`src/rtl/fetch_sequencer_pkg.sv`:
```
// Shared core definitions for the instruction fetch sequencer: FSM encodings,
// the sequential-fetch stride and the NOP word substituted for flushed returns.
package fetch_sequencer_pkg;

   typedef enum logic {
      ST_IDLE = 1'b0,
      ST_RUN  = 1'b1
   } state_e;

   localparam int unsigned PC_INCREMENT = 4;
   localparam logic [31:0] NOP_INSTR    = 32'h0000_0013;

endpackage : fetch_sequencer_pkg

```
`src/rtl/fetch_sequencer_next_pc_select.sv`:
```
// Next-pc priority mux: start, then branch redirect (RUN only), then stall
// hold, then sequential advance on an accepted request; otherwise hold.
module next_pc_select
   import fetch_sequencer_pkg::*;
#(
   parameter int unsigned ADDRESS_BITS = 32
) (
   input  logic                    i_start,
   input  logic [ADDRESS_BITS-1:0] i_program_address,
   input  logic                    i_run,
   input  logic                    i_branch_valid,
   input  logic [ADDRESS_BITS-1:0] i_branch_target,
   input  logic                    i_stall,
   input  logic                    i_accepted,
   input  logic [ADDRESS_BITS-1:0] i_pc,
   output logic [ADDRESS_BITS-1:0] o_next_pc
);

   // NOTE: o_next_pc gets a default first so no path through the if-chain can
   // leave it unassigned and infer a latch.
   always_comb begin
      o_next_pc = i_pc;
      if (i_start) begin
         o_next_pc = i_program_address;
      end else if (i_run && i_branch_valid) begin
         o_next_pc = i_branch_target;
      end else if (i_stall) begin
         o_next_pc = i_pc;
      end else if (i_accepted) begin
         // Address arithmetic wraps naturally at the port width.
         o_next_pc = i_pc + ADDRESS_BITS'(PC_INCREMENT);
      end
   end

endmodule : next_pc_select

```
`src/rtl/fetch_sequencer.sv`:
```
// Instruction fetch sequencer: issues one request per RUN cycle to a memory with
// fixed one-cycle return latency and tags each return with its PC and a flush bit.
module fetch_sequencer
   import fetch_sequencer_pkg::*;
#(
   parameter int unsigned             ADDRESS_BITS = 32,
   parameter logic [ADDRESS_BITS-1:0] RESET_PC     = '0
) (
   input  logic                    clock,
   input  logic                    reset,
   input  logic                    start,
   input  logic [ADDRESS_BITS-1:0] program_address,
   input  logic                    stall,
   input  logic                    branch_valid,
   input  logic [ADDRESS_BITS-1:0] branch_target,
   input  logic                    i_mem_ready,
   output logic                    i_mem_read,
   output logic [ADDRESS_BITS-1:0] i_mem_read_address,
   output logic [ADDRESS_BITS-1:0] issue_PC,
   output logic                    flush_out
);

   state_e                  r_state;
   state_e                  w_state_next;
   logic [ADDRESS_BITS-1:0] r_pc;
   logic [ADDRESS_BITS-1:0] r_issue_pc;
   logic                    r_flush;
   logic [ADDRESS_BITS-1:0] w_next_pc;
   logic                    w_run;
   logic                    w_accepted;
   logic                    w_kill;

   // NOTE: state registers use non-blocking assignments so every flop samples
   // pre-edge values regardless of block ordering.
   always_ff @(posedge clock or negedge reset) begin
      if (!reset) begin
         r_state <= ST_IDLE;
      end else begin
         r_state <= w_state_next;
      end
   end

   always_comb begin
      w_state_next = r_state;
      if (start) begin
         w_state_next = ST_RUN;
      end
   end

   // Read is a pure function of state, never of i_mem_ready.
   assign w_run      = (r_state == ST_RUN);
   assign i_mem_read = w_run;
   assign w_accepted = i_mem_read && i_mem_ready;
   assign w_kill     = start || branch_valid;

   // A stall without a redirect re-fetches the word last sent.
   assign i_mem_read_address = (w_run && stall && !branch_valid) ? r_issue_pc : r_pc;

   next_pc_select #(
      .ADDRESS_BITS (ADDRESS_BITS)
   ) u_next_pc_select (
      .i_start           (start),
      .i_program_address (program_address),
      .i_run             (w_run),
      .i_branch_valid    (branch_valid),
      .i_branch_target   (branch_target),
      .i_stall           (stall),
      .i_accepted        (w_accepted),
      .i_pc              (r_pc),
      .o_next_pc         (w_next_pc)
   );

   always_ff @(posedge clock or negedge reset) begin
      if (!reset) begin
         r_pc       <= RESET_PC;
         r_issue_pc <= RESET_PC;
         r_flush    <= 1'b1;
      end else begin
         r_pc    <= w_next_pc;
         r_flush <= !(w_accepted && !w_kill);
         if (w_accepted) begin
            r_issue_pc <= i_mem_read_address;
         end
      end
   end

   assign issue_PC  = r_issue_pc;
   assign flush_out = r_flush;

endmodule : fetch_sequencer

```
`config.mk`:
```
export PLATFORM = sky130hd
export DESIGN_NAME = fetch_sequencer
export DESIGN_NICKNAME = d
export VERILOG_FILES = /design/src/rtl/fetch_sequencer_pkg.sv /design/src/rtl/fetch_sequencer_next_pc_select.sv /design/src/rtl/fetch_sequencer.sv
export SDC_FILE = /design/constraint.sdc
export NUM_CORES = 1
export LEC_CHECK = 0
export BUFFER_PORTS_ARGS = -buffer_cell sky130_fd_sc_hd__buf_2
export CELL_PAD_IN_SITES_DETAIL_PLACEMENT = 2
export CELL_PAD_IN_SITES_GLOBAL_PLACEMENT = 2
export CORE_UTILIZATION = 30
export CTS_CLUSTER_SIZE = 10
export DETAILED_ROUTE_END_ITERATION = 16
export GPL_ROUTABILITY_DRIVEN = 0
export PLACE_DENSITY = 0.89
export SETUP_SLACK_MARGIN = 0.05
export SYNTH_ARGS = -nofsm -noshare
export SYNTH_HDL_FRONTEND = slang
export SYNTH_SLANG_ARGS = --single-unit
```
`constraint.sdc`:
```
create_clock -name clock -period 2.1 [get_ports clock]
set_input_delay 0.21 -clock clock [delete_from_list [all_inputs] [get_ports clock]]
set_output_delay 0.21 -clock clock [all_outputs]
set_load 0.005 [all_outputs]
```
==> results by group <==
Routing
  • Detailed Routing Iterations Pass 1: 4
  • Remaining antenna violation count: 0
  • Detailed-route wire length: 16800 um
  • 1st-iter DRT viols: just under 200
  • DR vias: 3983
  • DR DRC count: 0
  • Vias per cell: between 5 and 6
  • Routed wire length per instance: ~23 um

Timing
  • Worst Tran Pin Value: 0.821 ns
  • Final Max Tran Viols: 0
  • Worst Skew: slightly above 0.007 ns
  • Final hold violations: 0
  • Min Tclk post-route: 2.00 ns
  • Tcrit/Tclk final: 95.1%
  • Worst slew margin: 44.9%
  • FMAX: 501 MHz
  • Final setup fails: 0
  • Setup WS post-layout: 0.103 ns
  • RSZ-0062 raised after global routing: true

Setup path
  • Crit-path max cell delay: 0.51 ns
  • CP arrival: 2.18 ns
  • Reg-to-reg slack, setup: 0.10 ns
  • Reg2Reg Depth: 6
  • R2r startpoint: r_pc[6]
  • Critical path fanouts, max: 7
  • Crit-path cells: nand4_1 > nor2_2 > buf_4 > nand3_1 > o211ai_1 > o311ai_2
  • CP delay by family, top: simple AND/OR/NAND/NOR gates
  • Critical Path Sink Type: flip-flop
  • Slowest cell on the critical path: dfrtp_1
  • Worst Setup Start Kind: flip-flop
  • R2r endpoint: r_pc[27]
  • Critical path class: flip-flop to flip-flop
  • Critical Path RT: around 2.3 ns
  • Crit path buffers/inverters: 1
  • WP depth: 6

Global route
  • First-pass GRT wire length: 26000 um
  • Gr usage total: about a quarter
  • Vias in the first global route: about 4500
  • Initial antenna violation count: 0
  • GRT overflow: 0
  • Pin count of the biggest net entering global routing: 50

Yosys
  • Top cells by count, synth: dfrtp_1, mux2_2, nand2_1
  • Syn nets: 464
  • Ys async rst share: 100%
  • Post-synth top flop: dfrtp_1
  • Netlist cell types: 53
  • Post-synth top area cell: dfrtp_1
  • Post-synthesis sequential area ratio: 41.7%
  • Cell area after synthesis: 3970 sq um
  • Synth area leaders: dfrtp_1, mux2_2, mux2_1
  • Count leader, synth: dfrtp_1
  • EDFF count, synth: 0
  • Yosys warning total: 0
  • Syn Area/Cell: a little over 10 sq um
  • Synth top area share: about two fifths
  • Post-Syn Instances: 393
  • Flops & latches, synth: 66

Hold path
  • Hold depth: 3
  • Hold Startpoint: program_address[0]
  • Min-delay worst type: input pin to flip-flop
  • Hold EP: r_pc[0]

CTS
  • TritonCTS clock tree: done
  • Worst-skew pair later-pin latency: between 0.3 and 0.4 ns
  • Clock Tree Buf Depth: 2
  • Clock sink total: 66
  • CTS buffer count: 9
  • Number of H-tree levels: 3
  • Clk slew on worst S/H paths: 0.06 ns
  • Root Buffer: clkbuf_16

Placed design
  • Port Buffers: 135
  • DP Worst Slack: 0.0859 ns
  • Hpwl dp: approximately 12000 um

Floorplan
  • Die W: about 120 um
  • I/O pin count: between 100 and 150
  • Initial Utilization: between 30 and 40%
  • Placeable core area: 12800 sq um
  • Die height: around 120 um
  • Rows: 41
  • DIE AREA: 13700 sq um

Power
  • Peak VDD IR: 405 uV
  • Leak: 0.00238 uW
  • Cell Pwr Density: 790 nW/um^2
  • Final Total Pwr: 4160 uW

Cells and area
  • Share of cells above drive strength 1: 42.6%
  • Area delta synth->final: 32.7%
  • Fin util: between 40% and 50%
  • Fin nets: 610
  • Ant. Diodes: 0

Status
  • Run status: completed

Job
  • Max-Cap Viols: 0
-- power breakdown --
| part | total [uW] | leakage, uW | switching [uW] | internal [uW] |
|---|---|---|---|---|
| clock network | 1400 | 0.000133 | 578 | 827 |
| registers | 1690 | 0.000779 | 213 | 1480 |
| logic | 1060 | 0.00147 | 541 | 522 |
| total | 4160 | 0.00238 | 1330 | 2820 |
-- per-stage QoR --
| stage | hold slack (ns) | TNS (ns) | instances | cell area (sq um) |
|---|---|---|---|---|
| after floorplan | -0.0856 | 0 | 393 | 3970 |
| after global placement | 0.182 | 0 | 695 | 4940 |
| after detailed placement | 0.180 | 0 | 695 | 4940 |
| after CTS | 0.0904 | 0 | 714 | 5230 |
| after global routing | 0.103 | -0.0315 | 716 | 5260 |
| final | 0.0957 | 0 | 716 | 5260 |
-- worst min-delay path, cell delays in order --
cell and delay, ns:
buf_2 0.08, nand2_1 0.05, o21ai_0 0.06
-- worst max path at each step --
stage	from	endpoint	slack, ns
6_report	r_pc[6]	r_pc[27]	0.10
4_1_cts	i_mem_read	i_mem_read_address[18]	0.06
3_5_place_dp	r_pc[15]	r_pc[27]	0.09
5_1_grt	r_pc[8]	r_pc[27]	-0.02
3_3_place_gp	r_pc[15]	r_pc[31]	0.19
2_1_floorplan	r_pc[2]	r_pc[14]	0.36
-- registers in the layout (all words and copies together), names as in the netlist --
signal      flops
i_mem_read      1
r_pc           32
issue_PC       32
flush_out       1
-- layout make-up --
class	instances	area (sq um)
fill	1395	7510
tap	172	215
timing repair buffer	166	936
multi-input combinational	292	2170
clock buffer	13	250
sequential	66	1660
clock inverter	3	15.0
inverter	4	15.0
-- cell families after synthesis --
logic type	count (synthesis)	share of synthesized area, %
adder cells (fa/ha/maj)	1	0.316
AO/OA/AOI/OAI	93	15.9
multiplexers	67	18.9
buffers and inverters	35	3.79
XOR/XNOR	11	2.43
AND/OR/NAND/NOR	120	16.9
flip-flops	66	41.7
-- routing by layer --
metal  vias up  wire length, um  track usage [%]
li1       1765                -                -
met1      2050             6810             30.6
met2       135             8510             45.0
met3        33              980             5.51
met4         0              452             10.8
met5         -                0                0
-- what timing repair did --
action / CTS / global route
buffers inserted: 2 / 2
resized for setup: 1 / 4
cloned: 0 / 0
endpoints found under the hold margin: 17 / 0
endpoints found under the setup margin: 24 / 26
hold buffers: 1 / 0
pin swaps: 1 / 2
-- layout by cell type, fill, tap and decap left out, drive strengths merged, types with 2 or more instances in the layout --
master / count
nor2: 18
inv: 4
mux2: 64
o211ai: 6
nor3: 4
buf: 165
or2: 2
o221ai: 8
xnor2: 3
and2: 4
dfrtp: 65
or4: 2
a221oi: 3
nand3: 23
nand4: 14
o21a: 2
clkbuf: 13
nand3b: 2
nand2: 34
o21ai: 22
clkinv: 3
a21oi: 22
a211oi: 4
mux2i: 3
o22ai: 4
o311ai: 5
nor4: 3
a22oi: 9
and3: 10
xor2: 8
No activity file was read; power rests on OpenSTA's default activity.
